## config.mk

```make
export PLATFORM = sky130hd
export DESIGN_NAME = div64by32_flat
export DESIGN_NICKNAME = d
export VERILOG_FILES = /design/src/rtl/div64by32_if.sv /design/src/rtl/div64by32.sv /design/src/flat_wrapper.sv
export SDC_FILE = /design/constraint.sdc
export NUM_CORES = 1
export LEC_CHECK = 0
export CELL_PAD_IN_SITES_DETAIL_PLACEMENT = 1
export CELL_PAD_IN_SITES_GLOBAL_PLACEMENT = 2
export CORE_MARGIN = 4
export CORE_UTILIZATION = 32
export DETAILED_ROUTE_END_ITERATION = 6
export PLACE_DENSITY = 0.88
export SLEW_MARGIN = 10
export SYNTH_ARGS = -nofsm -noshare
export SYNTH_HDL_FRONTEND = slang
export SYNTH_SLANG_ARGS = --single-unit
```

## constraint.sdc

```tcl
create_clock -name clk -period 3.6 [get_ports clk]
set_clock_uncertainty 0.15 [all_clocks]
set_input_delay 0.72 -clock clk [delete_from_list [all_inputs] [get_ports clk]]
set_output_delay 0.72 -clock clk [all_outputs]
set_load 0.01 [all_outputs]
```

## src/rtl/div64by32_if.sv

```systemverilog
// Start/busy/done handshake and operand/result bundle for the div64by32 divider.
interface div64by32_if #(parameter int W = 32);
  logic           start;
  logic [2*W-1:0] dividend;
  logic [W-1:0]   divisor;
  logic           busy;
  logic           done;
  logic [W-1:0]   quotient;
  logic [W-1:0]   remainder;
  logic           div_by_zero;
  logic           overflow;

  modport master (
    output start, dividend, divisor,
    input  busy, done, quotient, remainder, div_by_zero, overflow
  );

  modport slave (
    input  start, dividend, divisor,
    output busy, done, quotient, remainder, div_by_zero, overflow
  );
endinterface

```

## src/rtl/div64by32.sv

```systemverilog
// Sequential restoring divider, 2W/W -> W quotient + W remainder, one quotient bit per clock.
// Define DIV_SIGNED_EN for two's-complement operands (truncating toward zero).
module div64by32 #(
  parameter int W = 32
) (
  input  logic       clk,
  input  logic       rst,
  div64by32_if.slave bus
);
  localparam int CW = $clog2(W);

  typedef enum logic {IDLE, RUN} state_t;

  state_t         state;
  logic [W-1:0]   rem_q;
  logic [W-1:0]   shreg;
  logic [W:0]     dvs;
  logic [CW-1:0]  cnt;
  logic [W-1:0]   quo_r, rem_r;
  logic           busy_r, done_r, dbz_r, ovf_r;

  logic [2*W-1:0] dnd_mag;
  logic [W:0]     dvs_mag;
  logic [W:0]     shifted;
  logic           ge;
  logic [W-1:0]   rem_next, quo_next;
  logic           hi_ovf;

  // Partial remainder always stays below the divisor, so W bits hold it;
  // the shifted value needs the extra bit for the compare.
  assign shifted  = {rem_q, shreg[W-1]};
  assign ge       = shifted >= dvs;
  assign rem_next = ge ? W'(shifted - dvs) : shifted[W-1:0];
  // Quotient bits enter at the bottom as dividend bits leave the top.
  assign quo_next = {shreg[W-2:0], ge};
  assign hi_ovf   = {1'b0, dnd_mag[2*W-1:W]} >= dvs_mag;

`ifdef DIV_SIGNED_EN
  localparam logic [W-1:0] QMIN = {1'b1, {(W-1){1'b0}}};

  logic         dnd_neg, dvs_neg;
  logic [W:0]   dvs_sx;
  logic         neg_q, neg_r;
  logic [W-1:0] lo_cap;
  logic         q_ovf;

  assign dnd_neg = bus.dividend[2*W-1];
  assign dvs_neg = bus.divisor[W-1];
  assign dvs_sx  = {bus.divisor[W-1], bus.divisor};
  assign dnd_mag = dnd_neg ? (~bus.dividend + (2*W)'(1)) : bus.dividend;
  // W+1 bits so the most-negative divisor has a representable magnitude.
  assign dvs_mag = dvs_neg ? (~dvs_sx + (W+1)'(1)) : dvs_sx;
  assign q_ovf   = neg_q ? (quo_next > QMIN) : quo_next[W-1];
`else
  assign dnd_mag = bus.dividend;
  assign dvs_mag = {1'b0, bus.divisor};
`endif

  always_ff @(posedge clk) begin
    if (rst) begin
      state  <= IDLE;
      rem_q  <= '0;
      shreg  <= '0;
      dvs    <= '0;
      cnt    <= '0;
      quo_r  <= '0;
      rem_r  <= '0;
      busy_r <= 1'b0;
      done_r <= 1'b0;
      dbz_r  <= 1'b0;
      ovf_r  <= 1'b0;
`ifdef DIV_SIGNED_EN
      neg_q  <= 1'b0;
      neg_r  <= 1'b0;
      lo_cap <= '0;
`endif
    end else begin
      done_r <= 1'b0;
      case (state)
        IDLE: begin
          if (bus.start) begin
            dbz_r <= 1'b0;
            ovf_r <= 1'b0;
            rem_q <= dnd_mag[2*W-1:W];
            shreg <= dnd_mag[W-1:0];
            dvs   <= dvs_mag;
            cnt   <= '0;
`ifdef DIV_SIGNED_EN
            neg_q  <= dnd_neg ^ dvs_neg;
            neg_r  <= dnd_neg;
            lo_cap <= bus.dividend[W-1:0];
`endif
            if (bus.divisor == '0) begin
              done_r <= 1'b1;
              dbz_r  <= 1'b1;
              quo_r  <= '1;
              rem_r  <= bus.dividend[W-1:0];
            end else if (hi_ovf) begin
              done_r <= 1'b1;
              ovf_r  <= 1'b1;
              quo_r  <= '1;
              rem_r  <= bus.dividend[W-1:0];
            end else begin
              busy_r <= 1'b1;
              state  <= RUN;
            end
          end
        end
        RUN: begin
          rem_q <= rem_next;
          shreg <= quo_next;
          cnt   <= cnt + CW'(1);
          if (cnt == CW'(W-1)) begin
            state  <= IDLE;
            busy_r <= 1'b0;
            done_r <= 1'b1;
`ifdef DIV_SIGNED_EN
            if (q_ovf) begin
              ovf_r <= 1'b1;
              quo_r <= '1;
              rem_r <= lo_cap;
            end else begin
              quo_r <= neg_q ? (~quo_next + W'(1)) : quo_next;
              rem_r <= neg_r ? (~rem_next + W'(1)) : rem_next;
            end
`else
            quo_r <= quo_next;
            rem_r <= rem_next;
`endif
          end
        end
        default: state <= IDLE;
      endcase
    end
  end

  assign bus.busy        = busy_r;
  assign bus.done        = done_r;
  assign bus.quotient    = quo_r;
  assign bus.remainder   = rem_r;
  assign bus.div_by_zero = dbz_r;
  assign bus.overflow    = ovf_r;
endmodule

```

## src/flat_wrapper.sv

```systemverilog
// flat-port wrapper written by rule: the top's interface ports become plain ports
module div64by32_flat 
#(
  parameter int W = 32
)
  (clk, rst, bus_start, bus_dividend, bus_divisor, bus_busy, bus_done, bus_quotient, bus_remainder, bus_div_by_zero, bus_overflow);
  div64by32_if #(.W(W)) bus_i ();
  input  logic clk;
  input  logic rst;
  input wire logic [$bits(bus_i.start)-1:0] bus_start;
  input wire logic [$bits(bus_i.dividend)-1:0] bus_dividend;
  input wire logic [$bits(bus_i.divisor)-1:0] bus_divisor;
  output wire logic [$bits(bus_i.busy)-1:0] bus_busy;
  output wire logic [$bits(bus_i.done)-1:0] bus_done;
  output wire logic [$bits(bus_i.quotient)-1:0] bus_quotient;
  output wire logic [$bits(bus_i.remainder)-1:0] bus_remainder;
  output wire logic [$bits(bus_i.div_by_zero)-1:0] bus_div_by_zero;
  output wire logic [$bits(bus_i.overflow)-1:0] bus_overflow;
  assign bus_i.start = bus_start;
  assign bus_i.dividend = bus_dividend;
  assign bus_i.divisor = bus_divisor;
  assign bus_busy = bus_i.busy;
  assign bus_done = bus_i.done;
  assign bus_quotient = bus_i.quotient;
  assign bus_remainder = bus_i.remainder;
  assign bus_div_by_zero = bus_i.div_by_zero;
  assign bus_overflow = bus_i.overflow;
  div64by32 #(.W(W)) u_core (.clk(clk), .rst(rst), .bus(bus_i));
endmodule
```

Yosys cells after proc, flatten, opt, wreduce, memory -nomap -nowiden

Index checks and enable logic that the tools add are counted.

Add/subtract/negate cells: 2
Order comparisons: 2
Equal/unequal tests: 6
Multiplexer cells: 34
Bitwise gates (word level): 1
Reduce and logical (&&, ||, !) cells: 4

Operators with widths:

| kind                                                            | count |
|---|---|
| 32-bit 2-to-1 mux                                               | 11 |
| 32-bit one-hot mux with 2 select lines                          | 4 |
| 33-bit by 32-bit >= comparator with 1-bit output                | 1 |
| 32-bit >= comparator                                            | 1 |
| 32-bit logical NOT                                              | 1 |
| 32-bit subtractor                                               | 1 |
| 1-bit 2-to-1 mux                                                | 14 |
| 5-bit one-hot mux with 2 select lines                           | 1 |
| 2-bit != test, second input constant                            | 4 |
| 1-bit one-hot mux with 2 select lines                           | 3 |
| 5-bit by 1-bit adder with 5-bit output, second input constant   | 1 |
| 5-bit equality test, second input constant                      | 1 |
| 5-bit 2-to-1 mux                                                | 1 |
| 4-bit AND reduction                                             | 1 |
| 3-bit by 1-bit != test with 1-bit output, second input constant | 1 |
| 3-bit AND reduction                                             | 1 |
| 2-bit AND reduction                                             | 1 |
| 1-bit inverter                                                  | 1 |

Register bits after elaboration: 170
Bits of input ports: 99

Depth between registers and ports, before layout

Word-level depth: 5
Gate-level depth with buffers: 13
Mapped depth without buffers: 13

Worst setup path after synthesis

No wires, ideal clock.

Kind: in2reg
Start point: input port bus_divisor[19]
End point: register u_core.rem_r[28], in the netlist u_core.bus.remainder[28]
Data arrival time: 2.966 ns
Required time: 3.318 ns
Path slack: 0.351 ns
Stages: 11
Path through: inv_1 > ha_1 > a211oi_2 > nor2_1 > or4_1 > a221o_1 > a211o_1 > a2bb2oi_2 > and4_1 > a31oi_1 > o41ai_2

Word-level cells in the longest chain between the ends: 4

RTL lines:

| item                                                                         | RTL line           | source |
|---|---|---|
| from (decl)                                                                  | flat_wrapper.sv:12 | `input wire logic [$bits(bus_i.divisor)-1:0] bus_divisor;` |
| parallel branches: the longest is 4 deep, another holds 32-bit >= comparator | n/a                |  |
| to (signal assigned)                                                         | div64by32.sv:97    | `rem_r <= bus.dividend[W-1:0];` |
| to (signal assigned)                                                         | div64by32.sv:102   | `rem_r <= bus.dividend[W-1:0];` |
| to (signal assigned)                                                         | div64by32.sv:128   | `rem_r <= rem_next;` |
| to (decl)                                                                    | div64by32.sv:19    | `logic [W-1:0] quo_r, rem_r;` |

Several ways; the timed one is not identified. The select of a mux whose other input is x is not followed.
A chain may end at the register's enable or synchronous reset.

Worst setup path in the final report

Start point: input port bus_dividend[53]
End point: register u_core.quo_r[20], in the netlist u_core.bus.quotient[20]

Word-level cells in the longest chain between the ends: 3

RTL lines:

| item                                               | RTL line           | source |
|---|---|---|
| from (decl)                                        | flat_wrapper.sv:11 | `input wire logic [$bits(bus_i.dividend)-1:0] bus_dividend;` |
| 32-bit >= comparator                               | div64by32.sv:36    | `assign hi_ovf = {1'b0, dnd_mag[2*W-1:W]} >= dvs_mag;` |
| 3-bit by 1-bit != test with 1-bit output (no line) | n/a                |  |
| 3-bit AND reduction (no line)                      | n/a                |  |
| to (signal assigned)                               | div64by32.sv:127   | `quo_r <= quo_next;` |
| to (decl)                                          | div64by32.sv:19    |  |

No other way between the ends.

==> flow_summary.toml <==
[layout]
num_antenna_cells = 0
nNetsFinal = 1593
layout-drive-gt1-share_pct = 16.89
fin_util_pct = 44.68
fillCellCount = 3564
syn_to_final_growth_pct = 38.16

[power_and_ir_drop]
p_sw_uw = 2503
p_seq_share_pct = 33.4
power_frac_comb_pct = 38.7
worst_ir_drop_vdd_mv = 0.3626
netSwitchingFraction_pct = 38.05
p_leak_uw = 0.005710
p_int_uw = 4074
power_frac_clock_pct = 27.9
p_per_area_nw_per_um2 = 482.4

[cts]
cts.sinks = 170
clk_latency_ns = 0.44
cts.clk_slew.worst_paths_ns = 0.08
root_buffer = "clkbuf_16"
ctsHoldBuffers = 0
h-tree-depth = 4
numCtsBuffers = 17
cts_buffer_depth = 2
tritoncts = "done"

[worst_setup_path]
path_buf_inv = 5
slowest_stage = "clkdlybuf4s50_1"
cp_top_family = "buffers and inverters"
critical-path-max-stage-delay_ns = 0.56
critical_path.cell_chain = "clkdlybuf4s50_1 -> ha_4 -> o21ai_2 -> nor2_1 -> or4_4 -> a221o_1 -> a211o_1 -> buf_6 -> a2bb2oi_4 -> buf_12 -> buf_8 -> buf_4 -> a211oi_2"
critPathKind = "input pin to register"
cp-start-kind = "input pin"
cp_max_fo = 8
rrSetupSlack_ns = 0.12
worstSetupEndpointType = "register"
crit_arrival_ns = 3.78
critPathRequiredTime_ns = 3.82

[drt]
wire_per_inst_um = 20.55
first_pass_iters = 5
vias = 9911
drt_iter0_drc = 516
ant_nets = 0
routed_wl_um = 37710
via_per_inst = 5.401
route.detailed.drc = 0

[run_status]
outcome = "complete, no violations"

[placement]
hpwl_um = 27990
routabilityCongestion = 0.8780
port_buffers = 166

[synth]
synth_top_cell_area_share_pct = 34.49
synth-edff-count = 0
synthTopCellsByArea = "dfxtp_1, ha_1, a211oi_1, mux2i_1, a21oi_1"
syn_area_um2 = 9867
yosysMostFrequentCell = "dfxtp_1"
ys.flop_type = "dfxtp_1"
ys_types = 71
netlist_instances = 1184
yosys_warnings = 0
ys_ff_latch = 170
ys_async_sr_fraction_pct = 0
yosysTopAreaCell = "dfxtp_1"
synthTopCellsByCount = "dfxtp_1, nor2_1, nand2_1, a21oi_1, a211oi_1"
synth_nets = 1350
ys_seq_area_share_pct = 34.49
syn_avg_cell_area_um2 = 8.334

[floorplan]
fp.dieH_um = 183.6
pin_count = 167
die_w_um = 183.6
row_count = 64
core-area_um2 = 30510
start_util_pct = 32.34
die_area_um2 = 33710

[timing]
period_needed_ns = 3.557
worst_pin_slew_ns = 1.067
fmax_mhz = 281.1
hold_violations = 0
setup_tns_ns = 0
final-setup-viol-count = 0
slew_violations = 0
min_period_over_period_pct = 98.80
maxSlewHeadroom_pct = 28.84

[global_route]
gr-usage-all-layers_pct = 21.91
antenna_found_initial = 0
grt_max_degree = 98
grt_pass1_wl_um = 58960
globalRouteOverflowTotal = 0
grt_pass1_vias = 10540

[worst_hold_path]
hold_class = "register to register"

[run]
maxCapViolations = 0
## kinds of logic (layout without fill, tap and decap cells)
kind of cell	Yosys count	in the layout	synth area share, %
buffers and inverters	154	408	6.518
DFF	170	170	34.49
and+or+nand+nor	344	345	15.42
adders and majority gates	67	67	8.572
AOI/OAI and AO/OA	358	358	26.08
muxes	63	63	6.429
xor gates and xnor gates	28	28	2.485
## layout by cell type, fill, tap and decap left out, types with 23 or more instances in the layout
cell type          n
nor2_1           120
dfxtp_1          169
a21oi_1          107
nand2_1          119
a211oi_1          89
ha_1              60
buf_4            123
mux2i_1           60
nand3_1           29
clkdlybuf4s50_1  152
o21ai_0           23
inv_1             71
## registers in the layout, summed over array words and instances (netlist names)
signal	cells
u_core.dvs	32
u_core.bus.done	1
u_core.cnt	5
u_core.bus.remainder	32
u_core.bus.div_by_zero	1
u_core.bus.overflow	1
u_core.shreg	32
u_core.bus.quotient	32
u_core.rem_q	32
u_core.state	1
u_core.bus.busy	1
## final timing paths
path,start,end,depth (start not counted)
worst max-delay path,bus_dividend[53],u_core.bus.quotient[20]$_SDFFE_PP0P_,13
worst min register to register,u_core.dvs[17]$_SDFFE_PP0P_,u_core.dvs[17]$_SDFFE_PP0P_,2
worst min-delay path,u_core.dvs[17]$_SDFFE_PP0P_,u_core.dvs[17]$_SDFFE_PP0P_,2
worst max register to register,u_core.dvs[0]$_SDFFE_PP0P_,u_core.bus.remainder[28]$_SDFFE_PP0P_,12
## per-stage QoR
step	instance area, µm²	hold slack [ns]	setup WS (ns)	power, µW	cells
2_1_floorplan	9867	0.2863	0.3512	3687	1184
3_3_place_gp	12760	0.2933	-0.4341	4586	1797
3_5_place_dp	12760	0.2998	-0.5300	4651	1797
4_1_cts	13490	0.3101	0.001110	6546	1834
5_1_grt	13630	0.3285	-0.02419	6948	1835
6_report	13630	0.3082	0.04306	6577	1835
## metal layers
metal	track usage [%]	part of all wire (%)	vias to the layer above
met4	7.807	3.5	0
met1	28.76	45	4847
met3	3.225	4.2	61
li1	-	-	4768
met5	0	0	-
met2	36.76	47	235
## timing repair
action | 4_1_cts | 5_1_grt
pin swaps | 9 | 7
gates resized for setup | 23 | 31
setup endpoints to repair | 24 | 66
gates cloned | 1 | 1
buffers inserted | 5 | 0
## cell type report
class,instances,area [µm²],share of cell area (%)
inverters,76,286.5,2.102
well taps,396,495.5,3.635
clock inverters,14,148.9,1.092
multi-input cells,861,6031,44.24
flip-flops and latches,170,3405,24.97
repair buffers,301,2840,20.84
clock buffers,17,425.4,3.121
## power groups by stage
stage               clock network [µW]  logic, µW  registers, µW
finish                            1830       2550           2200
global route                      1960       2770           2220
detailed placement                   0       2420           2230
global placement                     0       2360           2220
CTS                               1870       2490           2190
floorplan                            0       1470           2210
## worst min-delay path: stages (launching register included)
cell and delay (ns):
dfxtp_1 0.31, nand2_1 0.05, a21oi_1 0.05
Note: power is estimated with default switching activity, not from simulation.
